**src/rtl/riscv_ctrl_pkg.sv**
```systemverilog
// riscv_ctrl_pkg
// Shared definitions for the multi-cycle RV32I control path: opcode values,
// sequencer state encodings, immediate-format codes and the datapath select
// encodings. The immediate generator reuses the opcode and imm_type codes.
package riscv_ctrl_pkg;

    // Major opcodes, IR bits [6:0]
    localparam logic [6:0] OP_LOAD   = 7'h03;
    localparam logic [6:0] OP_STORE  = 7'h23;
    localparam logic [6:0] OP_RTYPE  = 7'h33;
    localparam logic [6:0] OP_ITYPE  = 7'h13;
    localparam logic [6:0] OP_BRANCH = 7'h63;
    localparam logic [6:0] OP_JAL    = 7'h6F;
    localparam logic [6:0] OP_JALR   = 7'h67;
    localparam logic [6:0] OP_LUI    = 7'h37;

    // Sequencer states; encodings are visible on the debug port
    typedef enum logic [3:0] {
        S_FETCH    = 4'd0,
        S_DECODE   = 4'd1,
        S_MEMADR   = 4'd2,
        S_MEMREAD  = 4'd3,
        S_MEMWB    = 4'd4,
        S_MEMWRITE = 4'd5,
        S_EXECR    = 4'd6,
        S_EXECI    = 4'd7,
        S_ALUWB    = 4'd8,
        S_BRANCH   = 4'd9,
        S_JAL      = 4'd10,
        S_JALR     = 4'd11,
        S_LUI      = 4'd12,
        S_TRAP     = 4'd13
    } state_t;

    // Immediate formats
    localparam logic [2:0] IMM_I = 3'd0;
    localparam logic [2:0] IMM_S = 3'd1;
    localparam logic [2:0] IMM_B = 3'd2;
    localparam logic [2:0] IMM_U = 3'd3;
    localparam logic [2:0] IMM_J = 3'd4;

    // ALU A select
    localparam logic [1:0] SRC_A_PC    = 2'b00;
    localparam logic [1:0] SRC_A_OLDPC = 2'b01;
    localparam logic [1:0] SRC_A_RS1   = 2'b10;

    // ALU B select
    localparam logic [1:0] SRC_B_RS2  = 2'b00;
    localparam logic [1:0] SRC_B_IMM  = 2'b01;
    localparam logic [1:0] SRC_B_FOUR = 2'b10;

    // ALU operation
    localparam logic [1:0] ALU_ADD    = 2'b00;
    localparam logic [1:0] ALU_CMP    = 2'b01;
    localparam logic [1:0] ALU_FUNCT  = 2'b10;
    localparam logic [1:0] ALU_PASS_B = 2'b11;

    // Result select
    localparam logic [1:0] RES_ALUOUT = 2'b00;
    localparam logic [1:0] RES_MEM    = 2'b01;
    localparam logic [1:0] RES_ALU    = 2'b10;

    // Immediate format implied by an opcode; unknown opcodes fall back to I
    function automatic logic [2:0] imm_type_for(input logic [6:0] op);
        case (op)
            OP_ITYPE, OP_LOAD, OP_JALR: imm_type_for = IMM_I;
            OP_STORE:                   imm_type_for = IMM_S;
            OP_BRANCH:                  imm_type_for = IMM_B;
            OP_LUI:                     imm_type_for = IMM_U;
            OP_JAL:                     imm_type_for = IMM_J;
            default:                    imm_type_for = IMM_I;
        endcase
    endfunction

endpackage

```
**src/rtl/multicycle_ctrl_fsm_instret_counter.sv**
```systemverilog
// instret_counter
// 32-bit retired-instruction counter, wraps at 2^32.
// Ports: clk, reset (async, active-high), inc_en (count this cycle),
//        count (current value).
module instret_counter (
    input  logic        clk,
    input  logic        reset,
    input  logic        inc_en,
    output logic [31:0] count
);

    // Free-running wrap-around count of enabled cycles
    always_ff @(posedge clk or posedge reset) begin
        if (reset) begin
            count <= 32'd0;
        end else if (inc_en) begin
            count <= count + 32'd1;
        end
    end

endmodule

```
**src/rtl/multicycle_ctrl_fsm.sv**
```systemverilog
// multicycle_ctrl_fsm
// Sequencer for the multi-cycle RV32I datapath. Walks each instruction
// through fetch/decode/execute/memory/write-back and drives the datapath
// selects, write enables, ALU op and immediate format.
// Inputs : clk, reset (async, active-high), op_i (IR opcode),
//          mem_ready_i (memory access completes this cycle),
//          branch_taken_i (ALU compare result, used in BRANCH).
// Outputs: memory port controls (mem_req_o, mem_write_o, adr_src_o),
//          register enables (ir_write_o, pc_write_o, reg_write_o),
//          ALU/result selects, imm_type_o, state_o (debug), instret_o.
// Build option: ILLEGAL_TRAP_EN -- unknown opcodes enter an absorbing TRAP
//          state and the extra output illegal_o is present. Without it an
//          unknown opcode behaves as a retired NOP.
module multicycle_ctrl_fsm
    import riscv_ctrl_pkg::*;
(
    input  logic        clk,
    input  logic        reset,
    input  logic [6:0]  op_i,
    input  logic        mem_ready_i,
    input  logic        branch_taken_i,
    output logic        mem_req_o,
    output logic        mem_write_o,
    output logic        adr_src_o,
    output logic        ir_write_o,
    output logic        pc_write_o,
    output logic        reg_write_o,
    output logic [1:0]  alu_src_a_o,
    output logic [1:0]  alu_src_b_o,
    output logic [1:0]  alu_op_o,
    output logic [1:0]  result_src_o,
    output logic [2:0]  imm_type_o,
`ifdef ILLEGAL_TRAP_EN
    output logic        illegal_o,
`endif
    output logic [3:0]  state_o,
    output logic [31:0] instret_o
);

    state_t state;
    state_t next_state;
    logic   retire_en;

    // Next-state selection; memory states hold until the port reports ready
    always_comb begin
        next_state = S_FETCH;
        case (state)
            S_FETCH:    next_state = mem_ready_i ? S_DECODE : S_FETCH;
            S_DECODE: begin
                case (op_i)
                    OP_LOAD, OP_STORE: next_state = S_MEMADR;
                    OP_RTYPE:          next_state = S_EXECR;
                    OP_ITYPE:          next_state = S_EXECI;
                    OP_BRANCH:         next_state = S_BRANCH;
                    OP_JAL:            next_state = S_JAL;
                    OP_JALR:           next_state = S_JALR;
                    OP_LUI:            next_state = S_LUI;
`ifdef ILLEGAL_TRAP_EN
                    default:           next_state = S_TRAP;
`else
                    default:           next_state = S_FETCH;
`endif
                endcase
            end
            S_MEMADR: begin
                if (op_i == OP_LOAD) begin
                    next_state = S_MEMREAD;
                end else if (op_i == OP_STORE) begin
                    next_state = S_MEMWRITE;
                end else begin
                    next_state = S_FETCH;
                end
            end
            S_MEMREAD:  next_state = mem_ready_i ? S_MEMWB : S_MEMREAD;
            S_MEMWRITE: next_state = mem_ready_i ? S_FETCH : S_MEMWRITE;
            S_EXECR:    next_state = S_ALUWB;
            S_EXECI:    next_state = S_ALUWB;
`ifdef ILLEGAL_TRAP_EN
            S_TRAP:     next_state = S_TRAP;
`endif
            default:    next_state = S_FETCH;
        endcase
    end

    // State register
    always_ff @(posedge clk or posedge reset) begin
        if (reset) begin
            state <= S_FETCH;
        end else begin
            state <= next_state;
        end
    end

    // An instruction retires when the sequencer returns to FETCH from
    // anywhere but FETCH itself (a stalled fetch) or TRAP
    assign retire_en = (next_state == S_FETCH) && (state != S_FETCH) &&
                       (state != S_TRAP);

    instret_counter u_instret (
        .clk    (clk),
        .reset  (reset),
        .inc_en (retire_en),
        .count  (instret_o)
    );

    assign state_o    = state;
    assign imm_type_o = imm_type_for(op_i);

    // Moore decode of the datapath controls; the only input-dependent terms
    // are the fetch-completion enables and the branch PC write
    always_comb begin
        mem_req_o    = 1'b0;
        mem_write_o  = 1'b0;
        adr_src_o    = 1'b0;
        ir_write_o   = 1'b0;
        pc_write_o   = 1'b0;
        reg_write_o  = 1'b0;
        alu_src_a_o  = SRC_A_PC;
        alu_src_b_o  = SRC_B_RS2;
        alu_op_o     = ALU_ADD;
        result_src_o = RES_ALUOUT;
`ifdef ILLEGAL_TRAP_EN
        illegal_o    = 1'b0;
`endif
        case (state)
            S_FETCH: begin
                mem_req_o    = 1'b1;
                alu_src_b_o  = SRC_B_FOUR;
                result_src_o = RES_ALU;
                ir_write_o   = mem_ready_i;
                pc_write_o   = mem_ready_i;
            end
            S_DECODE: begin
                alu_src_a_o = SRC_A_OLDPC;
                alu_src_b_o = SRC_B_IMM;
            end
            S_MEMADR: begin
                alu_src_a_o = SRC_A_RS1;
                alu_src_b_o = SRC_B_IMM;
            end
            S_MEMREAD: begin
                mem_req_o = 1'b1;
                adr_src_o = 1'b1;
            end
            S_MEMWB: begin
                reg_write_o  = 1'b1;
                result_src_o = RES_MEM;
            end
            S_MEMWRITE: begin
                mem_req_o   = 1'b1;
                mem_write_o = 1'b1;
                adr_src_o   = 1'b1;
            end
            S_EXECR: begin
                alu_src_a_o = SRC_A_RS1;
                alu_op_o    = ALU_FUNCT;
            end
            S_EXECI: begin
                alu_src_a_o = SRC_A_RS1;
                alu_src_b_o = SRC_B_IMM;
                alu_op_o    = ALU_FUNCT;
            end
            S_ALUWB: begin
                reg_write_o = 1'b1;
            end
            S_BRANCH: begin
                alu_src_a_o = SRC_A_RS1;
                alu_op_o    = ALU_CMP;
                pc_write_o  = branch_taken_i;
            end
            S_JAL: begin
                alu_src_a_o = SRC_A_OLDPC;
                alu_src_b_o = SRC_B_FOUR;
                pc_write_o  = 1'b1;
                reg_write_o = 1'b1;
            end
            S_JALR: begin
                alu_src_a_o  = SRC_A_RS1;
                alu_src_b_o  = SRC_B_IMM;
                result_src_o = RES_ALU;
                pc_write_o   = 1'b1;
                reg_write_o  = 1'b1;
            end
            S_LUI: begin
                alu_src_b_o  = SRC_B_IMM;
                alu_op_o     = ALU_PASS_B;
                result_src_o = RES_ALU;
                reg_write_o  = 1'b1;
            end
`ifdef ILLEGAL_TRAP_EN
            S_TRAP: begin
                illegal_o = 1'b1;
            end
`endif
            default: begin
                mem_req_o = 1'b0;
            end
        endcase
    end

endmodule

```
**config.mk**
```make
export PLATFORM = sky130hd
export DESIGN_NAME = multicycle_ctrl_fsm
export DESIGN_NICKNAME = d
export VERILOG_FILES = /design/src/rtl/riscv_ctrl_pkg.sv /design/src/rtl/multicycle_ctrl_fsm_instret_counter.sv /design/src/rtl/multicycle_ctrl_fsm.sv
export SDC_FILE = /design/constraint.sdc
export NUM_CORES = 1
export LEC_CHECK = 0
export CAP_MARGIN = 20
export CORE_UTILIZATION = 41
export DETAILED_ROUTE_END_ITERATION = 12
export GPL_ROUTABILITY_DRIVEN = 0
export PLACE_DENSITY_LB_ADDON = 0.05
export SYNTH_ARGS = -nofsm -noshare
export SYNTH_HDL_FRONTEND = slang
export SYNTH_SLANG_ARGS = --single-unit
```
**constraint.sdc**
```tcl
create_clock -name clk -period 3.3 [get_ports clk]
set_clock_uncertainty 0.05 [all_clocks]
set_input_delay 0.825 -clock clk [delete_from_list [all_inputs] [get_ports clk]]
set_output_delay 0.825 -clock clk [all_outputs]
set_load 0.01 [all_outputs]
```
Word-level counts from Yosys, hierarchy flattened. Cells that the tools add are included.

Register bits: 36. Output and inout port bits: 53. Logic and storage cells: 58.

$add $sub $neg: 1. Eq/ne operators: 21. Multiplexer cells: 18. Reduce and logical (&&, ||, !) cells: 16.

Operators by type and width (count): adder 32 x 1 -> 32 bit, second input constant (1); one-hot mux 4 bit (7 select lines) (1); one-hot mux 4 bit (6 select lines) (1); == test 7 x 6 -> 1 bit, second input constant (3); == test 7 bit, second input constant (3); == test 4 bit, second input constant (5); == test 4 x 3 -> 1 bit, second input constant (4); OR reduction 5 bit (3); two-way mux 3 bit (4); one-hot mux 2 bit (2 select lines) (3); one-hot mux 3 bit (4 select lines) (1); OR reduction 2 bit (6); == test 4 x 2 -> 1 bit, second input constant (2); zero test 4 bit (2); == test 7 x 2 -> 1 bit, second input constant (1); == test 7 x 5 -> 1 bit, second input constant (1); two-way mux 1 bit (6); one-hot mux 2 bit (3 select lines) (1); OR reduction 3 bit (2); == test 4 x 1 -> 1 bit, second input constant (1); != test 4 bit, second input constant (1); nonzero test 4 bit (1); one-hot mux 1 bit (3 select lines) (1); logical AND 1 bit (2).

Depth between registers and ports, before layout. Gate-level depths: netlist of the first run.

Word-level depth: 7. Gate-level depth with buffers: 10. Gate-level depth less buffers: 7.

Modules after synthesis. A second synthesis of the first run with hierarchy kept.

Cell total of the unflattened synthesis: 222. Area, all modules: 2142.1 um^2.

Modules (own cells, without submodules): instret_counter (times used 1, cells an instance 126, area each 1476.4 um^2, seq. area each 800.8 um^2); multicycle_ctrl_fsm (times used 1, cells an instance 96, area each 665.6 um^2, seq. area each 100.1 um^2).

Worst setup path after synthesis of the first run. Ideal clock, no wire load.

Path kind: input to register. Start point: input port op_i[2]. End point: register u_instret.count[14]. Arrival time: 2.422 ns. Data required time: 3.170 ns. Path slack: 0.748 ns. Stages: 9. Path buffers: 2. Cell sequence: clkbuf_1 > nor4b_1 > a21oi_1 > o22ai_1 > a21oi_1 > nand4bb_4 > buf_6 > nor4_1 > xnor2_1.

Word-level cells in the longest chain between the ends: 7. Elaborated cells between the ends (all ways): 16. Those cells by class: eq/ne (8); mux (4); reduce/logical (4).

Ends and longest elaborated chain: start: declaration (RTL line multicycle_ctrl_fsm.sv:19) `input logic [6:0] op_i,`; == test 7 x 2 -> 1 bit or == test 7 x 6 -> 1 bit (tied branches) (RTL line multicycle_ctrl_fsm.sv:50, multicycle_ctrl_fsm.sv:66, multicycle_ctrl_fsm.sv:68); OR reduction 2 bit or two-way mux 3 bit (tied branches) (RTL line multicycle_ctrl_fsm.sv:50, multicycle_ctrl_fsm.sv:68); one-hot mux 4 bit (7 select lines) or two-way mux 3 bit (tied branches) (RTL line multicycle_ctrl_fsm.sv:50, multicycle_ctrl_fsm.sv:66); one-hot mux 4 bit (6 select lines) (*) (RTL line multicycle_ctrl_fsm.sv:47) `case (state)`; zero test 4 bit (*) (RTL line multicycle_ctrl_fsm.sv:96) `assign retire_en = (next_state == S_FETCH) && (state != S_FETCH) &&`; logical AND 1 bit (*) (2 in a row) (RTL line multicycle_ctrl_fsm.sv:96); end signal: assignment (RTL line multicycle_ctrl_fsm_instret_counter.sv:17) `count <= count + 32'd1;`; end: declaration (RTL line multicycle_ctrl_fsm_instret_counter.sv:9) `output logic [31:0] count`.

Mark *: on every way between the ends. The rest lies on a longest branch, timed or not. A chain may end at the register's enable or synchronous reset.

Worst setup path in the final report of the first run.
Start point: input port op_i[4]. End point: output port imm_type_o[1].

Word-level cells in the longest chain between the ends: 2. Elaborated cells between the ends (all ways): 5. Those cells by class: eq/ne (4); mux (1).

Ends and longest elaborated chain: == test 7 bit or == test 7 x 6 -> 1 bit (tied branches) (RTL line riscv_ctrl_pkg.sv:65) `case (op)`; one-hot mux 3 bit (4 select lines) (*) (RTL line riscv_ctrl_pkg.sv:65); end: declaration (RTL line multicycle_ctrl_fsm.sv:32) `output logic [2:0] imm_type_o,`.

Marks and branches as above.

==> impl_metrics.csv, run 1 <==
group,metric,value,unit
run_status,status,"finished clean",
pwr,p_sw_frac,0.3022,
setup_path,end_kind,"output pin",
timing,worstMarginPinSlew,0.5807,ns
pwr,p_comb_frac,0.286,
timing,min_period,3.205,ns
die,fp.dieW,74.77,µm
cts,clock-root-buffer,"clkbuf_8",
pwr,power.internal,848.9,µW
drt,dr.pass1.iters,4,
synth,synth_ff_type,"dfrtp_1",
synth,async_flop_share,1.000,
die,start_util,0.4250,
die,die-height,74.77,µm
final_layout,drive_above_1_share,0.08013,
flow_run,drv_cap,0,
die,num_rows,26,
synth,synth_cell_types,41,
cts,insertion_delay,0.28,ns
setup_path,worst_path_largest_cell_delay,0.53,ns
global_routing,grt_max_degree,37,
cts,cts_buffers,5,
final_layout,fin_nets,323,
cts,cts_setup_buffers,0,
pwr,total_power,1216,µW
cts,cts_max_level,2,
pwr,leakage,0.001358,µW
synth,syn_nets,257,
synth,synth-warning-count,0,
timing,drv_slew,0,
synth,synth_area,2171,µm²
synth,ys_ff_latch,36,
timing,setup_tns,0,ns
final_layout,num_antenna_cells,0,
pwr,p_seq_frac,0.448,
drt,drc,0,
hold_path,hp-class,"flip-flop to flip-flop",
timing,slew_headroom,0.6129,
cts,hold_buffers,0,
setup_path,cp_slowest_cell,"clkdlybuf4s50_1",
global_routing,first_global_vias,1710,
drt,post_drt_wl_per_cell,12.51,µm
synth,syn_inst,245,
die,ioPinCount,64,
global_routing,grt_util_all_layers,0.1813,
drt,drt_iter0_drc,130,
setup_path,arrival,2.33,ns
synth,ys_seq_area_frac,0.4150,
timing,max_freq,312.0,MHz
placement,dp_hpwl,3429,µm
drt,vias_per_cell,5.024,
setup_path,worstSetupPathType,"input pin to output pin",
cts,clk_path_buf_depth,2,
setup_path,required,2.42,ns
placement,numPortBuffers,63,
timing,rsz0062_at_grt,"false",
setup_path,cp_common_cell,"clkdlybuf4s50_1",
cts,cts_resized,0,
cts,cts_tree,"yes",
final_layout,area_growth_syn_to_layout,38.44,%
timing,finalCritPeriodShare,0.9712,
synth,avgSynthCellArea,8.861,µm²
global_routing,grt_overflow,0,
drt,vias,1919,
setup_path,cp-start-kind,"input pin",
timing,setup_viol,0,
timing,finalHoldViolCount,0,
cts,clk_pin_slew_worst_paths,0.07,ns
synth,synth_edf_count,0,
setup_path,worstPathMaxFanout,5,
pwr,power_frac_clock,0.266,
pwr,switchingPower,367.6,µW
pwr,peakVddDrop,0.2064,mV
global_routing,antenna_found_initial,0,
die,die_area,5590,µm²
setup_path,crit_chain,"clkdlybuf4s50_1 > nand2b_4 > o21ai_0 > and3_1 > clkdlybuf4s50_1",
drt,wl,4778,µm
cts,cts_num_sinks,36,
pwr,p_per_area,404.8,nW/µm²
global_routing,grt_first_pass_wirelength,7741,µm
die,coreArea,5107,µm²
drt,drtAntennaViolNets,0,
## kinds of logic (layout without fill, tap and decap cells)
logic type,after synthesis,in the layout,share of synthesized area
flip-flops,36,36,0.4150
XOR/XNOR,34,34,0.1372
multiplexers,1,1,0.006914
AO/OA/AOI/OAI,24,24,0.06974
buffers and inverters,26,93,0.05994
adder cells (fa/ha/maj),1,1,0.005763
AND/OR/NAND/NOR,123,123,0.3055
## flip-flops by register name, summed over array words and instances, names as in the netlist
| signal | cells |
|---|---|
| state_o | 4 |
| u_instret.count | 32 |
## stage by stage
step / utilization / setup slack, ns / instance area (µm²) / hold slack, ns / std cells
floorplan: - / 0.7479 / 2171 / 0.4539 / 245
global placement: 0.5679 / 0.04379 / 2900 / 0.4102 / 374
detailed placement: 0.5679 / 0.06053 / 2900 / 0.4137 / 374
CTS: 0.5855 / 0.04196 / 2990 / 0.4232 / 382
global route: 0.5884 / 0.009355 / 3005 / 0.4355 / 382
finish: 0.5884 / 0.09496 / 3005 / 0.4207 / 382
## cells in the final DEF (no fill, tap or decap), types with 4 or more instances in the layout
cell              n
clkdlybuf4s50_1  61
dfrtp_1          36
nand2_1          26
xor2_1           26
nor3_1           25
nor2_1           17
inv_1            13
nand3_1          11
xnor2_1           8
nor4_1            7
and3_1            7
buf_4             7
a21oi_1           6
o21ai_0           6
clkbuf_8          6
nor2b_1           5
nand2b_1          4
nand4_1           4
## final timing paths
path	start	end	slack [ns]	depth (start not counted)
min in group asynchronous	reset	u_instret.count[18]	0.90	3
setup / recovery	op_i[4]	imm_type_o[1]	0.09	5
hold / removal	u_instret.count[31]	u_instret.count[31]	0.42	1
setup reg to reg	state_o[1]	u_instret.count[27]	0.61	8
hold reg to reg	u_instret.count[31]	u_instret.count[31]	0.42	1
max in group asynchronous	reset	u_instret.count[21]	1.99	3
## area by class of cell
type	instances	area, µm²
clock buffers	8	90.09
fillers	483	2102
inverters	13	48.80
multi-input cells	183	1150
flip-flops and latches	36	900.9
well taps	70	87.58
repair buffers	72	728.2
## metal layers
| layer | share of wire | wire length (µm) | vias to the layer above | GRT usage |
|---|---|---|---|---|
| li1 | - | - | 978 | - |
| met1 | 0.48 | 2296 | 887 | 0.2340 |
| met2 | 0.47 | 2230 | 48 | 0.2963 |
| met3 | 0.037 | 176 | 6 | 0.04016 |
| met4 | 0.016 | 75 | 0 | 0.07128 |
| met5 | 0 | 0 | - | 0 |
## cells in the mapped netlist (2+ instances only)
cell | n | area, µm²
and3_1 | 7 | 43.79
nor2b_1 | 5 | 31.28
nor2_1 | 18 | 67.56
o22ai_1 | 2 | 12.51
xor2_1 | 26 | 227.7
nand3_1 | 11 | 55.05
buf_6 | 4 | 45.04
o21ai_0 | 6 | 30.03
a31oi_1 | 2 | 12.51
and4_1 | 2 | 17.52
dfrtp_1 | 36 | 900.9
nand2b_1 | 5 | 31.28
a21boi_0 | 2 | 15.01
inv_1 | 13 | 48.80
xnor2_1 | 8 | 70.07
nor4_1 | 7 | 43.79
buf_2 | 2 | 10.01
nand4_1 | 4 | 25.02
clkbuf_1 | 7 | 26.28
nand2_1 | 26 | 97.59
or2_2 | 2 | 12.51
a21oi_1 | 6 | 30.03
nor3_1 | 25 | 125.1
nand3b_1 | 2 | 15.01
## power by group through the flow
stage          logic [µW]  registers, µW  clock network [µW]
6_report              348            545                 324
3_3_place_gp          347            554                   0
5_1_grt               379            554                 348
3_5_place_dp          351            554                   0
2_1_floorplan         167            561                   0
4_1_cts               352            546                 335
## critical path, delay by kind of cell
| kind | cells | cell delay [ns] |
|---|---|---|
| buf+inv | 2 | 1.02 |
| compound gates | 1 | 0.13 |
| simple gates | 2 | 0.36 |
Note: power is estimated with default switching activity, not from simulation.
==> run 2: changes to the inputs <==
==> constraint.sdc (replaced) <==
create_clock -name clk -period 3.1 [get_ports clk]
set_clock_uncertainty 0.05 [all_clocks]
set_input_delay 0.775 -clock clk [delete_from_list [all_inputs] [get_ports clk]]
set_output_delay 0.775 -clock clk [all_outputs]
set_load 0.01 [all_outputs]
==> impl_metrics.csv, run 2 (synthesis gave the netlist of run 1 again) <==
group,metric,value,unit
setup_path,arrival,2.21,ns
final_layout,num_antenna_cells,0,
placement,numPortBuffers,63,
drt,drc,0,
timing,drv_slew,0,
placement,dp_hpwl,3558,µm
placement,post-place-ws,-0.1101,ns
drt,wl,4886,µm
final_layout,area_growth_syn_to_layout,40.46,%
die,fp.dieW,74.77,µm
setup_path,worstPathMaxFanout,5,
placement,place_area,2940,µm²
timing,finalHoldViolCount,0,
cts,hold_buffers,0,
final_layout,multi_input_area,1150,µm²
setup_path,required,2.27,ns
final_layout,largest_register_ffs,32,
drt,vias,1981,
flow_run,drv_cap,0,
cts,cts_buffers,5,
setup_path,worstPathBufferInverterCount,2,
final_layout,fin_area,3049,µm²
timing,finalCritPeriodShare,0.9797,
final_layout,drive_above_1_share,0.1038,
placement,dp.cells,381,
drt,drtAntennaViolNets,0,
final_layout,fillers,464,
final_layout,fin_nets,330,
global_routing,grt_util_all_layers,0.1842,
setup_path,crit_chain,"clkdlybuf4s50_1 > nand3_1 > nor3_1 > clkdlybuf4s50_1",
cts,cts_num_sinks,36,
die,coreArea,5107,µm²
run_status,status,"finished clean",
global_routing,first_global_vias,1739,
timing,worstMarginPinSlew,0.4677,ns
final_layout,seq_area,900.9,µm²
cts,clk_path_buf_depth,2,
timing,hold_ws,0.4183,ns
drt,dr.pass1.iters,4,
final_layout,top_register,"u_instret.count",
setup_path,worst_path_largest_cell_delay,0.56,ns
setup_path,end_kind,"output pin",
cts,cts_setup_buffers,0,
die,die_area,5590,µm²
hold_path,hp-class,"flip-flop to flip-flop",
timing,slew_headroom,0.6882,
die,num_rows,26,
global_routing,grt_overflow,0,
timing,rsz0062_at_grt,"false",
timing,min_period,3.037,ns
setup_path,worstSetupPathType,"input pin to output pin",
drt,vias_per_cell,5.106,
cts,cts_max_level,2,
timing,setup_slack,0.06292,ns
cts,clock-root-buffer,"clkbuf_8",
pwr,peakVddDrop,0.2624,mV
timing,max_freq,329.3,MHz
global_routing,grt_first_pass_wirelength,7845,µm
cts,insertion_delay,0.28,ns
setup_path,cp_top_family,"buffers and inverters",
final_layout,final_cell_mix,"clkdlybuf4s50_1 (59), dfrtp_1 (36), nand2_1 (26), xor2_1 (26), nor3_1 (25)",
pwr,leakage,0.001389,µW
die,ioPinCount,64,
setup_path,cp_slowest_cell,"clkdlybuf4s50_1",
global_routing,antenna_found_initial,0,
final_layout,stdcell_count,388,
drt,post_drt_wl_per_cell,12.59,µm
die,die-height,74.77,µm
cts,cts_tree,"yes",
global_routing,grt_max_degree,37,
timing,setup_viol,0,
cts,clk_pin_slew_worst_paths,0.06,ns
drt,drt_iter0_drc,58,
setup_path,cp_common_cell,"clkdlybuf4s50_1",
setup_path,cp-start-kind,"input pin",
final_layout,final_common_cell,"clkdlybuf4s50_1",
pwr,p_per_area,429.2,nW/µm²
die,start_util,0.4250,
## run 2: cell count changes in the layout (fill, tap and decap cells not counted), sizes merged
cell           before  now
buf                 9   16
clkbuf              8    7
clkdlybuf4s50      61   59
dlygate4sd2         0    2
## run 2: final cells by class
| type | instances | share of cell area |
|---|---|---|
| multi-input combinational | 183 | 0.3771 |
| sequential | 36 | 0.2954 |
| timing repair buffer | 79 | 0.2511 |
| clock buffer | 7 | 0.03160 |
| tap | 70 | 0.02872 |
| inverter | 13 | 0.01600 |
## run 2: path summary, 6_finish.rpt
kind | startpoint | end | slack [ns] | depth (start not counted)
max in group asynchronous | reset | u_instret.count[27] | 1.80 | 3
min in group asynchronous | reset | u_instret.count[14] | 0.87 | 3
setup / recovery | op_i[5] | imm_type_o[2] | 0.06 | 4
setup reg to reg | state_o[3] | u_instret.count[10] | 0.54 | 8
hold / removal | u_instret.count[31] | u_instret.count[31] | 0.42 | 1
hold reg to reg | u_instret.count[31] | u_instret.count[31] | 0.42 | 1
## run 2: what timing repair did
item,4_1_cts,5_1_grt
endpoints found under the setup margin,2,3
resized for setup,3,3
gates cloned,0,0
## run 2: per-stage QoR
| step | total power (µW) | util | TNS [ns] |
|---|---|---|---|
| after floorplan | 775.0 | - | 0 |
| final | 1309 | 0.5970 | 0 |
| after detailed placement | 960.2 | 0.5757 | -0.3685 |
| after CTS | 1325 | 0.5955 | 0 |
| after global routing | 1373 | 0.5970 | 0 |
| after global placement | 958.4 | 0.5757 | -0.3491 |
## run 2: metal layers
| layer | up-vias | share of wire | track usage |
|---|---|---|---|
| li1 | 983 | - | - |
| met1 | 932 | 0.47 | 0.2374 |
| met3 | 7 | 0.045 | 0.03079 |
| met2 | 59 | 0.46 | 0.3013 |
| met5 | - | 0 | 0 |
| met4 | 0 | 0.020 | 0.08805 |
## run 2: where the power goes
group	leakage, µW	switching, µW	total, µW	internal [µW]
logic	0.000876	170	374	204
clock network	0.0000503	158	356	198
registers	0.000463	59.6	578	519
total	0.00139	388	1310	920
==> run 3: changes to the inputs <==
--- a/config.mk
+++ b/config.mk
@@ -10,6 +10,7 @@
 export DETAILED_ROUTE_END_ITERATION = 12
 export GPL_ROUTABILITY_DRIVEN = 0
 export PLACE_DENSITY_LB_ADDON = 0.05
+export RECOVER_POWER = 50
 export SYNTH_ARGS = -nofsm -noshare
 export SYNTH_HDL_FRONTEND = slang
 export SYNTH_SLANG_ARGS = --single-unit
==> impl_metrics.csv, run 3 (synthesis gave the netlist of run 1 again) <==
group,metric,value,unit
global_routing,first_global_vias,1739,
drt,dr.pass1.iters,4,
cts,cts_buffers,5,
global_routing,grt_util_all_layers,0.1842,
global_routing,grt_max_degree,37,
cts,hold_buffers,0,
global_routing,antenna_found_initial,0,
timing,setup_viol,0,
setup_path,rrSetupSlack,0.54,ns
hold_path,hp-start,"u_instret.count[31]",
drt,wl,4867,µm
setup_path,worstPathBufferInverterCount,2,
timing,finalHoldViolCount,0,
drt,vias,1967,
final_layout,area_growth_syn_to_layout,40.35,%
setup_path,worst_path_largest_cell_delay,0.56,ns
hold_path,hp-class,"flip-flop to flip-flop",
die,start_util,0.4250,
die,num_rows,26,
die,fp.dieW,74.77,µm
pwr,p_per_area,422.3,nW/µm²
setup_path,crit_chain,"clkdlybuf4s50_1 > nand3_1 > nor3_1 > clkdlybuf4s50_1",
cts,cts_tree,"yes",
timing,finalCritPeriodShare,0.9797,
cts,clk_pin_slew_worst_paths,0.06,ns
cts,cts_num_sinks,36,
final_layout,final_cell_mix,"dfrtp_1 (36), clkdlybuf4s50_1 (33), nand2_1 (26), xor2_1 (26), dlygate4sd3_1 (26)",
drt,drc,0,
timing,slew_headroom,0.3978,
setup_path,r2r_end,"u_instret.count[23]",
placement,dp_hpwl,3558,µm
die,coreArea,5107,µm²
cts,cts_max_level,2,
final_layout,fin_nets,330,
cts,cts_resized,3,
setup_path,cp-start-kind,"input pin",
hold_path,min_to,"u_instret.count[31]",
drt,vias_per_cell,5.070,
global_routing,grt_overflow,0,
final_layout,fillers,465,
timing,setup_tns,0,ns
flow_run,drv_cap,0,
placement,numPortBuffers,63,
setup_path,cp_slowest_cell,"clkdlybuf4s50_1",
setup_path,end_kind,"output pin",
final_layout,drive_above_1_share,0.1038,
setup_path,r2r_cells,8,
timing,worstMarginPinSlew,0.9033,ns
cts,cts_setup_buffers,0,
timing,min_period,3.037,ns
final_layout,final_core_util,0.5965,
setup_path,required,2.27,ns
die,ioPinCount,64,
cts,insertion_delay,0.28,ns
pwr,leakage,0.001434,µW
final_layout,num_antenna_cells,0,
setup_path,arrival,2.21,ns
final_layout,largest_register_ffs,32,
timing,rsz0062_at_grt,"false",
setup_path,worstPathMaxFanout,5,
setup_path,cp_common_cell,"clkdlybuf4s50_1",
final_layout,top_register,"u_instret.count",
drt,post_drt_wl_per_cell,12.54,µm
timing,max_freq,329.3,MHz
run_status,status,"finished clean",
final_layout,final_common_cell,"dfrtp_1",
timing,drv_slew,0,
global_routing,grt_first_pass_wirelength,7845,µm
die,die-height,74.77,µm
pwr,peakVddDrop,0.2459,mV
setup_path,r2r_start,"state_o[3]",
die,die_area,5590,µm²
cts,clk_path_buf_depth,2,
drt,drtAntennaViolNets,0,
drt,drt_iter0_drc,56,
hold_path,min_path_cells,1,
setup_path,cp_top_family,"buffers and inverters",
cts,clock-root-buffer,"clkbuf_8",
setup_path,worstSetupPathType,"input pin to output pin",
-- run 3: cell types whose count changed in the layout (fill, tap and decap cells not counted) --
cell	change
clkdlybuf4s50_1	-26
dlygate4sd3_1	+26
buf_4	-1
clkbuf_2	+1
-- run 3: area by class of cell --
type	instances	area (µm²)	share of cell area
repair buffers	79	763.2	0.2505
clock buffers	7	96.34	0.03162
well taps	70	87.58	0.02875
multi-input cells	183	1150	0.3774
inverters	13	48.80	0.01602
flip-flops and latches	36	900.9	0.2957
-- run 3: layer usage --
metal	track usage	share of wire
met2	0.3013	0.47
met5	0	0
met1	0.2374	0.47
met3	0.03079	0.044
met4	0.08805	0.020
-- run 3: where the power goes --
group	switching [µW]	leakage, µW	total, µW	internal, µW
Clock	158	0.0000503	356	198
Combinational	170	0.000921	356	186
Sequential	55.9	0.000463	575	519
-- run 3: per-stage QoR --
step	hold slack, ns	std cells	area (µm²)	power (µW)	setup slack [ns]
4_1_cts	0.4231	388	3042	1325	0.01273
3_5_place_dp	0.4137	381	2940	960.2	-0.1101
5_1_grt	0.4400	388	3047	1354	0.0001477
6_report	0.4132	388	3047	1287	0.06292
3_3_place_gp	0.4098	381	2940	958.4	-0.1163
2_1_floorplan	0.4539	245	2171	775.0	0.5979
-- run 3: how the worst max path moves through the flow --
stage / startpoint / to / slack (ns) / cells past startpoint
2_1_floorplan: op_i[2] / u_instret.count[14] / 0.60 / 9
3_3_place_gp: op_i[4] / u_instret.count[24] / -0.12 / 10
3_5_place_dp: op_i[4] / u_instret.count[24] / -0.11 / 10
4_1_cts: op_i[4] / imm_type_o[1] / 0.01 / 5
5_1_grt: op_i[0] / imm_type_o[1] / 0.0001 / 5
6_report: op_i[5] / imm_type_o[2] / 0.06 / 4
-- run 3: worst register-to-register path, delay by kind of cell (launching register included) --
| family | cells | cell delay (ns) |
|---|---|---|
| AND/OR/NAND/NOR | 5 | 1.37 |
| AO/OA/AOI/OAI | 1 | 0.16 |
| XOR/XNOR | 1 | 0.19 |
| buffers and inverters | 1 | 0.16 |
| flip-flops | 1 | 0.54 |
==> edit 1, RTL diff (config.mk and constraints of run 2) <==
Build with the macro `ILLEGAL_TRAP_EN` defined.
--- a/src/rtl/multicycle_ctrl_fsm.sv
+++ b/src/rtl/multicycle_ctrl_fsm.sv
@@ -11,6 +11,8 @@
 // Build option: ILLEGAL_TRAP_EN -- unknown opcodes enter an absorbing TRAP
 //          state and the extra output illegal_o is present. Without it an
 //          unknown opcode behaves as a retired NOP.
+`define ILLEGAL_TRAP_EN
+
 module multicycle_ctrl_fsm
     import riscv_ctrl_pkg::*;
 (
Behaviour (old outputs only; new: illegal_o): not the same (Yosys sat finds a counterexample within 4 cycles, from zero or initial values and one cycle with reset high).
==> edit 1 against run 2 <==
  * Final cell count grew 0.26%
  * Global-route usage grew 1.4 points
  * Critical path type is now flip-flop to output port
  * Final area grew 2.6%
  * Synthesized area grew 2.1%
  * Wire length grew 6.6%
  * Sequential cell count is the same
  * Setup slack gained 0.060 ns
  * Core utilization grew 0.80 points
Power is not compared: it rests on default switching activity, and its combinational part moved more than twofold at a synthesized area within 25%.
==> edit 1: results (changes against run 2) <==
----------------------------------------------------
[Outcome]
  Status ... finished clean

[Critical path]
  Max FO, Critical Path ... 14 (+9)
  Endpoint arrival time on the critical path ... 2.15 ns (-0.06 ns)
  CP max-delay cell ... clkdlybuf4s50_1
  Crit-path max cell delay ... 0.56 ns (about the same)

[Global routing]
  GRT met1 Usage ... 23.56% (-0.18 points)
  Via count of the first global-routing pass ... 1,936 (+11%)
  Initial antenna violation count ... 0 (unchanged)
  GR Util met2 ... 35.42% (+5.3 points)
  Global-route wire length before repair ... 8576 µm (+9.3%)
  Total routing usage reported by global routing ... 19.79% (+1.4 points)
  Global-route track usage on met3 ... 3.836% (+0.76 points)
  Pin count of the biggest net entering global routing ... 37 (unchanged)

[Route]
  Iteration count of the initial detailed-routing pass ... 4 (unchanged)
  Initial DRC Count ... 112 (+93%)
  DRC viols ... 0 (unchanged)
  Vias per std cell ... 5.113 (+0.15%)
  Total Routed Length ... 5208 µm (+6.6%)
  Via count ... 1,989 (+0.40%)

[Synth]
  Most common library cells after synthesis ... 36 x dfrtp_1, 21 x nor2_1, 18 x nand2_1, 18 x nand3_1, 18 x xor2_1
  Number of warnings issued by yosys ... 0 (unchanged)
  Part of the Yosys area used for sequential elements ... 40.63% (-0.87 points)
  Main synth FF type ... dfrtp_1
  Cells taking the most area after synthesis ... dfrtp_1 41%, xor2_1 7.1%, xnor2_1 6.3%, nand3_1 4.1%, nor2_1 3.6%
  Fraction of synthesis flops using an asynchronous set or reset pin ... 100.0% (unchanged)
  Syn nets ... 251 (-2.3%)
  Number of unique standard cell types used by synthesis ... 47 (+15%)
  Post-Synthesis Cells ... 239 (-2.4%)

[STA]
  Tightest Pin Transition ... 0.5909 ns (+0.1232 ns)

[Placement]
  Placed instance area ... 0.003018 mm² (+2.6%)
  Port Buf Inserts ... 64 (+1.6%)
  Final HPWL from detailed placement ... 3952 µm (+11%)
  DP Cell Count ... 381 (unchanged)
  Worst slack after detailed placement ... -0.04270 ns (+0.06739 ns)

[Clock network]
  Clock-pin slew on the worst setup and hold paths ... 0.08 ns (+0.02 ns)
  Max H-tree Level ... 2 (unchanged)
  Hold-fix buffers at CTS ... 0 (unchanged)
  CTS-repair resized insts ... 2 (-1)
  Number of buffers inserted by post-CTS setup repair ... 0 (unchanged)
  Clock tree buffer depth ... 2 (unchanged)
  Clock latency on the worst-skew pair ... 0.29 ns

[Final layout]
  Final net count ... 330 (unchanged)
  Share of layout cells above drive strength 1 ... 13.79% (+3.4 points)
  Number of flip-flops in the largest register ... 32 (unchanged)

[Power and ir drop]
  Total net switching power ... 0.0007032 W
  Leak pwr ... 1.459 nW
  Worst VDD drop ... 321.9 µV

----------------------------------------------------
## edit 1: changes by cell type after synthesis, sizes merged, moves of 4 or more
cell and delta:
xnor2 +8, or2 -4, nand3 +7, nor3 -9
nand2 -8, xor2 -8, nand4 +6, and2 +4
nor4 -4
## edit 1: stage by stage
| stage | setup TNS (ns) | util, % | hold slack (ns) |
|---|---|---|---|
| 2_1_floorplan | 0 | - | 0.4539 |
| 3_3_place_gp | -0.02079 | 58.35 | 0.4063 |
| 3_5_place_dp | -0.06242 | 58.35 | 0.4116 |
| 4_1_cts | 0 | 60.06 | 0.4223 |
| 5_1_grt | 0 | 60.50 | 0.4460 |
| 6_report | 0 | 60.50 | 0.4161 |
## edit 1: worst max-delay path, delay by kind of cell (launching register included)
kind | cells | cell delay (ns)
DFF | 1 | 0.54
and+or+nand+nor | 1 | 0.29
AOI/OAI and AO/OA | 2 | 0.23
buffers and inverters | 2 | 0.81
## edit 1: power by group through the flow
stage	combinational, W	clock (W)	sequential, W
6_report	0.000877	0.000334	0.000651
5_1_grt	0.000953	0.000365	0.000667
4_1_cts	0.000884	0.000347	0.000649
3_5_place_dp	0.000879	0	0.000658
3_3_place_gp	0.000872	0	0.000657
2_1_floorplan	0.000490	0	0.000630
## edit 1: worst paths after layout
kind | startpoint | end | slack (ns) | cells after the start
min | u_instret.count[31] | u_instret.count[31] | 0.42 | 1
min in group asynchronous | reset | u_instret.count[25] | 0.84 | 3
min reg2reg | u_instret.count[31] | u_instret.count[31] | 0.42 | 1
max | state_o[3] | alu_src_b_o[0] | 0.12 | 5
max reg2reg | state_o[3] | u_instret.count[16] | 0.90 | 7
max in group asynchronous | reset | u_instret.count[14] | 1.84 | 3
## edit 1: logic make-up (layout without fill, tap and decap cells)
group           count (synthesis)  count (layout)  synth area share (%)
flops                          36              36                 40.63
mux                             3               3                 1.467
buf+inv                        20             100                 4.514
simple gates                  119             119                 31.15
fa+ha+maj                       1               1                0.5642
compound gates                 26              26                 8.239
xor+xnor                       34              34                 13.43
## edit 1: layout make-up
type                       instances  area [µm²]
clock buffer                       5       68.82
clock inverter                     3       18.77
sequential                        36       900.9
timing repair buffer              82       784.5
tap                               70       87.58
multi-input combinational        183        1231
inverter                          10       37.54
fill                             473        2043
## edit 1: per-layer routing
layer	vias to the layer above	routed length (µm)
met1	946	2341
met2	41	2665
met3	4	159
li1	998	-
met4	0	42
met5	-	0
==> edit 2, RTL diff (settings of run 2) <==
Without the edit above. Make the reset (`reset`) synchronous in 2 clocked blocks. Comments in the files are not updated.
--- a/src/rtl/multicycle_ctrl_fsm_instret_counter.sv
+++ b/src/rtl/multicycle_ctrl_fsm_instret_counter.sv
@@ -10,7 +10,7 @@
 );
 
     // Free-running wrap-around count of enabled cycles
-    always_ff @(posedge clk or posedge reset) begin
+    always_ff @(posedge clk) begin
         if (reset) begin
             count <= 32'd0;
         end else if (inc_en) begin
--- a/src/rtl/multicycle_ctrl_fsm.sv
+++ b/src/rtl/multicycle_ctrl_fsm.sv
@@ -83,7 +83,7 @@
     end
 
     // State register
-    always_ff @(posedge clk or posedge reset) begin
+    always_ff @(posedge clk) begin
         if (reset) begin
             state <= S_FETCH;
         end else begin
Formal check against the unedited RTL: differs if reset is asserted again (counterexample within 4 cycles, from zero or initial values and one cycle with reset high); with reset held inactive, the same outputs for 10 cycles.
==> edit 2 against run 2 <==
  * Global-route usage up 1.1 points
  * Final area up 2.3%
  * Die area up 7.6%
  * Synthesized area up 7.8%
  * Critical endpoint unchanged
  * Fmax up 0.87%
  * Sequential cell count unchanged
  * Highest routed layer unchanged
  * Wire length up 19%
  * Setup slack better by 0.026 ns
Power is not compared: it rests on default switching activity, and its combinational part moved more than twofold at a synthesized area within 25%.
==> edit 2: results (changes against run 2) <==
----------------------------------------------------
[Route]
  Initial DRC Count ... 121 (+110%)
  Post-DR wirelength/cell ... 13.57 µm (+7.8%)

[Critical path]
  Max FO, Critical Path ... 6 (+1)
  Endpoint arrival time on the critical path ... 2.19 ns (-0.02 ns)
  Crit-path max cell delay ... 0.59 ns (+0.03 ns)
  R2R cell count ... 7 (-1)
  CP max-delay cell ... clkdlybuf4s50_1

[Final layout]
  Share of layout cells above drive strength 1 ... 9.296% (-1.1 points)
  Final net count ... 366 (+11%)

[STA]
  Tightest Pin Transition ... 0.6693 ns (+0.2016 ns)

[Synth]
  Part of the Yosys area used for sequential elements ... 30.80% (-11 points)
  Number of unique standard cell types used by synthesis ... 50 (+22%)
  Mean area per synthesized cell ... 8.013 µm² (-9.6%)
  Syn nets ... 304 (+18%)
  Main synth FF type ... dfxtp_1
  Fraction of synthesis flops using an asynchronous set or reset pin ... 0% (-100 points)
  Cells taking the most area after synthesis ... dfxtp_1 31%, a21oi_1 7.9%, o31ai_1 4.5%, or4_1 4.5%, buf_6 4.3%
  Most common library cells after synthesis ... 37 x a21oi_1, 36 x dfxtp_1, 18 x nand2_1

[Min path]
  Worst hold stages ... 2 (+1)

[Global routing]
  Total routing usage reported by global routing ... 19.55% (+1.1 points)
  Via count of the first global-routing pass ... 2,089 (+20%)
  Global-route wire length before repair ... 9666 µm (+23%)
  Pin count of the biggest net entering global routing ... 41 (+11%)

[Placement]
  Placed instance area ... 0.003024 mm² (+2.9%)
  DP Cell Count ... 419 (+10%)
  Final HPWL from detailed placement ... 4076 µm (+15%)
  Worst slack after detailed placement ... -0.05329 ns (+0.05680 ns)

[Power and ir drop]
  Worst VDD drop ... 210.1 µV

[Outcome]
  Status ... finished clean

----------------------------------------------------
==> edit 2: changes by cell type in the layout (fill, tap and decap cells not counted), moves of 13 or more <==
cell	before	now
or3_1	0	16
o31ai_1	0	14
dfxtp_1	0	34
xor2_1	26	3
a21oi_1	6	37
dfrtp_1	36	0
or4_1	1	14
nor3_1	25	6
o21ai_1	0	13
==> edit 2: worst max-delay path, delay by kind of cell <==
kind | cells | cell delay, ns
buffers and inverters | 2 | 1.13
and+or+nand+nor | 2 | 0.28
==> edit 2: area by class of cell <==
| class | count | area, µm² |
|---|---|---|
| flip-flops and latches | 36 | 723.2 |
| repair buffers | 78 | 759.5 |
| well taps | 72 | 90.09 |
| clock buffers | 8 | 90.09 |
| fillers | 523 | 2386 |
| inverters | 4 | 15.01 |
| multi-input cells | 229 | 1443 |
==> edit 2: cell families (layout without fill, tap and decap cells) <==
kind of cell	count (synthesis)	count (layout)	synth area share (%)
compound gates	81	81	21.39
buf+inv	27	90	7.540
fa+ha+maj	1	1	0.5347
flops	36	36	30.80
mux	2	2	0.9091
xor+xnor	6	6	2.246
simple gates	139	139	36.58
==> edit 2: per-layer routing <==
metal	vias up	wire, µm	global-route usage, %	part of all wire (%)
li1	1232	-	-	-
met1	1119	2998	27.63	52
met2	53	2533	29.82	44
met3	4	232	4.824	4.0
met4	0	31	4.151	0.53
met5	-	0	0	0
==> edit 2: path summary, 6_finish.rpt <==
check / slack [ns] / end / from
setup / recovery: 0.09 / imm_type_o[2] / op_i[5]
hold / removal: 0.45 / u_instret.count[31] / u_instret.count[31]
setup reg to reg: 0.49 / u_instret.count[27] / state_o[1]
hold reg to reg: 0.45 / u_instret.count[31] / u_instret.count[31]
